[src/rtl/midi_pkg.sv]
// rtl/midi_pkg.sv - MIDI message-type constants, state encodings and length decode
package midi_pkg;

  localparam int MIDI_BAUD = 31250;

  localparam logic [3:0] MSG_NOTE_OFF = 4'h8;
  localparam logic [3:0] MSG_NOTE_ON  = 4'h9;
  localparam logic [3:0] MSG_POLY_AT  = 4'hA;
  localparam logic [3:0] MSG_CC       = 4'hB;
  localparam logic [3:0] MSG_PROG     = 4'hC;
  localparam logic [3:0] MSG_CH_AT    = 4'hD;
  localparam logic [3:0] MSG_PITCH    = 4'hE;

  typedef enum logic [1:0] {
    SEQ_IDLE,
    SEQ_LOAD,
    SEQ_SEND
  } seq_state_e;

  typedef enum logic [1:0] {
    TX_IDLE,
    TX_START,
    TX_DATA,
    TX_STOP
  } tx_state_e;

  // Total bytes including status; 0 marks a type this block will not send.
  function automatic logic [1:0] msg_len(input logic [3:0] msg_type);
    case (msg_type)
      MSG_NOTE_OFF, MSG_NOTE_ON, MSG_POLY_AT, MSG_CC, MSG_PITCH: msg_len = 2'd3;
      MSG_PROG, MSG_CH_AT:                                       msg_len = 2'd2;
      default:                                                   msg_len = 2'd0;
    endcase
  endfunction

endpackage

[src/rtl/midi_byte_tx.sv]
// rtl/midi_byte_tx.sv - single 8N1 byte serialiser, LSB first, registered line output
module midi_byte_tx
  import midi_pkg::*;
#(
  parameter int DIV = 1600
) (
  input  logic       clk,
  input  logic       rst_n,
  input  logic       load_i,
  input  logic [7:0] byte_i,
  output logic       busy_o,
  output logic       done_o,
  output logic       tx_o
);

  localparam int TW = (DIV > 1) ? $clog2(DIV) : 1;

  tx_state_e       state_q, state_d;
  logic [TW-1:0]   timer_q, timer_d;
  logic [2:0]      bit_q, bit_d;
  logic [7:0]      shreg_q, shreg_d;
  logic            tx_q, tx_d;
  logic            bit_end;

  assign bit_end = (timer_q == TW'(DIV - 1));

  always_ff @(posedge clk) begin
    if (!rst_n) begin
      state_q <= TX_IDLE;
      timer_q <= '0;
      bit_q   <= '0;
      shreg_q <= '0;
      tx_q    <= 1'b1;
    end else begin
      state_q <= state_d;
      timer_q <= timer_d;
      bit_q   <= bit_d;
      shreg_q <= shreg_d;
      tx_q    <= tx_d;
    end
  end

  always_comb begin
    state_d = state_q;
    timer_d = timer_q;
    bit_d   = bit_q;
    shreg_d = shreg_q;
    if (state_q != TX_IDLE) timer_d = bit_end ? '0 : timer_q + TW'(1);
    case (state_q)
      TX_IDLE: if (load_i) begin
        state_d = TX_START;
        timer_d = '0;
        bit_d   = '0;
        shreg_d = byte_i;
      end
      TX_START: if (bit_end) state_d = TX_DATA;
      TX_DATA: if (bit_end) begin
        bit_d = bit_q + 3'd1;
        if (bit_q == 3'd7) state_d = TX_STOP;
      end
      TX_STOP: if (bit_end) state_d = TX_IDLE;
      default: state_d = TX_IDLE;
    endcase
  end

  // Line level is computed from the current state and registered, so it trails the state by one clock.
  always_comb begin
    tx_d   = 1'b1;
    busy_o = (state_q != TX_IDLE);
    done_o = (state_q == TX_STOP) && bit_end;
    case (state_q)
      TX_START: tx_d = 1'b0;
      TX_DATA:  tx_d = shreg_q[bit_q];
      default:  tx_d = 1'b1;
    endcase
  end

  assign tx_o = tx_q;

endmodule

[src/rtl/midi_out.sv]
// rtl/midi_out.sv - MIDI channel-voice message transmitter with running status
module midi_out
  import midi_pkg::*;
#(
  parameter int CLK_FREQ       = 50000000,
  parameter int BAUD           = MIDI_BAUD,
  parameter int DIV            = CLK_FREQ / BAUD,
  parameter int RUNNING_STATUS = 1
) (
  input  logic       clk,
  input  logic       rst_n,
  input  logic       start,
  input  logic [3:0] CH_MESSAGE,
  input  logic [3:0] CHAN,
  input  logic [6:0] D1,
  input  logic [6:0] D2,
  output logic       ready,
  output logic       rej,
  output logic       MIDI_OUT
);

  seq_state_e  state_q, state_d;
  logic [7:0]  status_q, status_d;
  logic [6:0]  d1_q, d1_d, d2_q, d2_d;
  logic [1:0]  idx_q, idx_d, last_idx_q, last_idx_d;
  logic [7:0]  last_status_q, last_status_d;
  logic        last_valid_q, last_valid_d;
  logic        rej_q, rej_d;
  logic [1:0]  len;
  logic        skip;
  logic        tx_load, tx_busy, tx_done;
  logic [7:0]  tx_byte;

  always_ff @(posedge clk) begin
    if (!rst_n) begin
      state_q       <= SEQ_IDLE;
      status_q      <= '0;
      d1_q          <= '0;
      d2_q          <= '0;
      idx_q         <= '0;
      last_idx_q    <= '0;
      last_status_q <= '0;
      last_valid_q  <= 1'b0;
      rej_q         <= 1'b0;
    end else begin
      state_q       <= state_d;
      status_q      <= status_d;
      d1_q          <= d1_d;
      d2_q          <= d2_d;
      idx_q         <= idx_d;
      last_idx_q    <= last_idx_d;
      last_status_q <= last_status_d;
      last_valid_q  <= last_valid_d;
      rej_q         <= rej_d;
    end
  end

  assign len  = msg_len(CH_MESSAGE);
  assign skip = (RUNNING_STATUS != 0) && last_valid_q && ({CH_MESSAGE, CHAN} == last_status_q);

  always_comb begin
    state_d       = state_q;
    status_d      = status_q;
    d1_d          = d1_q;
    d2_d          = d2_q;
    idx_d         = idx_q;
    last_idx_d    = last_idx_q;
    last_status_d = last_status_q;
    last_valid_d  = last_valid_q;
    rej_d         = 1'b0;
    case (state_q)
      SEQ_IDLE: if (start && ready) begin
        if (len == 2'd0) begin
          rej_d = 1'b1;
        end else begin
          status_d   = {CH_MESSAGE, CHAN};
          d1_d       = D1;
          d2_d       = D2;
          idx_d      = skip ? 2'd1 : 2'd0;
          last_idx_d = len - 2'd1;
          state_d    = SEQ_LOAD;
        end
      end
      SEQ_LOAD: begin
        state_d = SEQ_SEND;
        // Last status tracks what actually went onto the line, so it is latched as the status byte launches.
        if (idx_q == 2'd0) begin
          last_status_d = status_q;
          last_valid_d  = 1'b1;
        end
      end
      SEQ_SEND: if (tx_done) begin
        if (idx_q == last_idx_q) begin
          state_d = SEQ_IDLE;
        end else begin
          idx_d   = idx_q + 2'd1;
          state_d = SEQ_LOAD;
        end
      end
      default: state_d = SEQ_IDLE;
    endcase
  end

  always_comb begin
    ready   = (state_q == SEQ_IDLE) && !tx_busy;
    tx_load = (state_q == SEQ_LOAD);
    case (idx_q)
      2'd0:    tx_byte = status_q;
      2'd1:    tx_byte = {1'b0, d1_q};
      default: tx_byte = {1'b0, d2_q};
    endcase
  end

  assign rej = rej_q;

  midi_byte_tx #(.DIV(DIV)) u_byte_tx (
    .clk    (clk),
    .rst_n  (rst_n),
    .load_i (tx_load),
    .byte_i (tx_byte),
    .busy_o (tx_busy),
    .done_o (tx_done),
    .tx_o   (MIDI_OUT)
  );

endmodule

[config.mk]
export PLATFORM = sky130hd
export DESIGN_NAME = midi_out
export DESIGN_NICKNAME = d
export VERILOG_FILES = /design/src/rtl/midi_pkg.sv /design/src/rtl/midi_byte_tx.sv /design/src/rtl/midi_out.sv
export SDC_FILE = /design/constraint.sdc
export NUM_CORES = 1
export LEC_CHECK = 0
export ABC_AREA = 1
export CAP_MARGIN = 25
export CORE_UTILIZATION = 40
export CTS_CLUSTER_SIZE = 8
export DETAILED_ROUTE_END_ITERATION = 8
export MAX_ROUTING_LAYER = met4
export SETUP_SLACK_MARGIN = 0.4
export SYNTH_ARGS = -nofsm -noshare
export SYNTH_HDL_FRONTEND = slang
export SYNTH_HIERARCHICAL = 1
export SYNTH_SLANG_ARGS = --single-unit
[constraint.sdc]
create_clock -name clk -period 1.9 [get_ports clk]
set_input_delay 0.38 -clock clk [delete_from_list [all_inputs] [get_ports clk]]
set_output_delay 0.38 -clock clk [all_outputs]
set_load 0.01 [all_outputs]
==> flow_metrics.tcl <==
set metrics [dict create \
    yosysTopAreaCell "dfxtp_1" \
    end_kind "flop" \
    layout_min_cycle_time_ps 1521 \
    route.detailed.drc 0 \
    clock-sinks 63 \
    placed_cell_area_mm2 0.003553 \
    cts_tree "built" \
    p_leak_nw 1.565 \
    crit_start "CH_MESSAGE[3]" \
    fin_util 0.5533 \
    whs_endpoint "d1_q[5]" \
    path_clk_slew_ps 80 \
    reg2reg_slack_ps 380 \
    grt_max_degree 33 \
    first_iter_violations 128 \
    core_mm2 0.007370 \
    arrival_ps 1800 \
    hold_ws_ps 444.9 \
    cts.path.max_buffers 2 \
    ys_ff_latch 63 \
    syn_nets 442 \
    grt_pass1_vias 2490 \
    syn2layout_area_growth_pct 31.09 \
    synth_cell_types 41 \
    setup_viol 0 \
    ys_top_cells_by_count "nand2_1 (72), dfxtp_1 (63), a21oi_1 (60)" \
    rsz0062_at_grt "true" \
    combPwrFrac 0.478 \
    wirelength_um 7225 \
    timing.setup.tns_ps 0 \
    synth_top_area_share 0.4055 \
    die_h_um 90.18 \
    critical_path_class "in2reg" \
    tightestPinTransition_ps 422.2 \
    vias 2830 \
    fin_skew_ps 13.55 \
    powerDensity_mw_per_mm2 1344 \
    start_kind "input port" \
    yosys_most_used_dff "dfxtp_1" \
    switchingPower_w 0.002176 \
    grt_first_pass_wirelength_um 11450 \
    die_w_um 90.18 \
    die-area_mm2 0.008132 \
    drt-vias-per-instance 4.965 \
    clock_power_share 0.212 \
    htreeDepth 3 \
    root_buffer "clkbuf_8" \
    syn_area_mm2 0.003110 \
    r2r_cells 8 \
    hpwl_um 4821 \
    fmaxAchievable_mhz 657.3 \
    synthTopCellsByArea "dfxtp_1 (41%), a21oi_1 (9.7%), nand2_1 (8.7%), inv_1 (5.2%), nand3_1 (4.7%)" \
    routabilityCongestion 0.8096 \
    async_flop_share 0 \
    path_max_fanout 16 \
    ant_nets 0 \
    clock_latency_ps 340 \
    hold_start "d1_q[5]" \
    yosysSeqAreaShare 0.4055 \
    slew_headroom 0.7179 \
    final_area_mm2 0.004078 \
    place_ws_ps -3.857 \
    worst_ep_required_time_ps 2180 \
    maxSlewViolCount 0 \
    num_rows 31 \
    vdd_ir_drop_max_uv 556.7 \
    antenna_cells 0 \
    ys_warn_count 6 \
    io_buffers 27 \
    cts_made_buffers 9 \
    whs_path_depth 2 \
    switching_share 0.3970 \
    outcome "completed" \
    drt-pass1-iter-count 4 \
    timing.rr.start "u_byte_tx/timer_q[0]" \
    overflow 0 \
    maxCapViolations 0 \
    fin_ws_ps 378.7 \
    io_pins 28 \
    drive_gt1_frac 0.2463 \
    start_util 0.4221 \
    final_net_count 500 \
    antenna_found_initial 0 \
    wl_per_cell_um 12.68 \
    finalHoldViolCount 0 \
    p_int_w 0.003304 \
    syn_area_per_cell_um2 7.624 \
    fin_crit_sh 0.8007 \
    synth.most_common_cell "nand2_1" \
    track_usage 0.1798 \
    synth-edff-count 0 \
    r2r_end "u_byte_tx/timer_q[4]" \
    synthCells 408 \
    hold_class "reg2reg" \
    pwr-share-seq 0.310 \
]
worst max-delay path by stage:
stage | depth (start not counted) | end
6_report | 9 | idx_q[0]
4_1_cts | 5 | ready
3_3_place_gp | 8 | idx_q[0]
5_1_grt | 13 | idx_q[0]
3_5_place_dp | 9 | idx_q[0]
2_1_floorplan | 12 | idx_q[0]
logic make-up (layout without fill, tap and decap cells):
kind of cell,Yosys count,count (layout),synth area share
compound gates,106,106,0.1915
simple gates,153,154,0.2446
xor+xnor,10,10,0.02816
fa+ha+maj,9,9,0.03620
flops,63,63,0.4055
buf+inv,67,129,0.09413
area by class of cell:
class                           instances  area [µm²]
Clock inverter                          7       72.57
Sequential cell                        63        1271
Clock buffer                            9       123.9
Tap cell                               99       123.9
Timing Repair Buffer                   63       588.1
Fill cell                             702        3292
Inverter                               50       202.7
Multi-Input combinational cell        279        1695
stage by stage:
stage               std cells  total power, W
detailed placement        531        0.003707
global route              570        0.005844
floorplan                 408        0.003219
global placement          531        0.003684
CTS                       556        0.004960
finish                    570        0.005479
sequential cells by signal, summed over array words and instances (netlist names), 3 cells and up:
name / flops
u_byte_tx/shreg_q: 8
u_byte_tx/timer_q: 11
d1_q: 7
last_status_q: 8
status_q: 8
d2_q: 7
u_byte_tx/bit_q: 3
cells in the final DEF (no fill, tap or decap), types with 7 or more instances in the layout:
| master | Yosys | final |
|---|---|---|
| nand2_1 | 72 | 68 |
| o21ai_0 | 22 | 14 |
| nand3_1 | 29 | 27 |
| nand2_2 | 4 | 8 |
| inv_1 | 43 | 37 |
| inv_2 | 7 | 10 |
| a21oi_1 | 60 | 56 |
| clkbuf_8 | 0 | 9 |
| nor2_1 | 23 | 18 |
| clkdlybuf4s50_1 | 0 | 24 |
| xor2_1 | 7 | 7 |
| dfxtp_1 | 63 | 57 |
| o21ai_1 | 7 | 15 |
| buf_4 | 1 | 30 |
power by group through the flow:
| stage | Clock, W | Sequential [W] | Combinational [W] |
|---|---|---|---|
| final | 0.00116 | 0.00170 | 0.00262 |
| after global routing | 0.00125 | 0.00172 | 0.00287 |
| after CTS | 0.00119 | 0.00170 | 0.00207 |
| after detailed placement | 0 | 0.00172 | 0.00198 |
| after global placement | 0 | 0.00172 | 0.00197 |
| after floorplan | 0 | 0.00170 | 0.00152 |
what timing repair did:
| item | in CTS | in global routing |
|---|---|---|
| cloned | 0 | 1 |
| resized for setup | 21 | 37 |
| setup buffers | 9 | 13 |
| hold buffers | 0 | 0 |
| pin swaps | 9 | 12 |
| endpoints found under the setup margin | 21 | 26 |
worst max-delay path, stage by stage:
cell and delay (ps):
clkdlybuf4s50_1 510, inv_1 80, a31oi_4 300, nand2_8 160
nand2_4 110, nand2_4 60, nand2_2 50, nand2_1 40
nor2_1 80
per-layer routing:
metal  vias to the layer above  global-route usage  part of all wire
li1                       1469                   -                 -
met1                      1298              0.2375              0.50
met2                        55              0.2729              0.45
met3                         8             0.04061             0.033
met4                         0             0.05645            0.0097
met5                         -                   -                 0
Power figures use the tool's default switching activity.
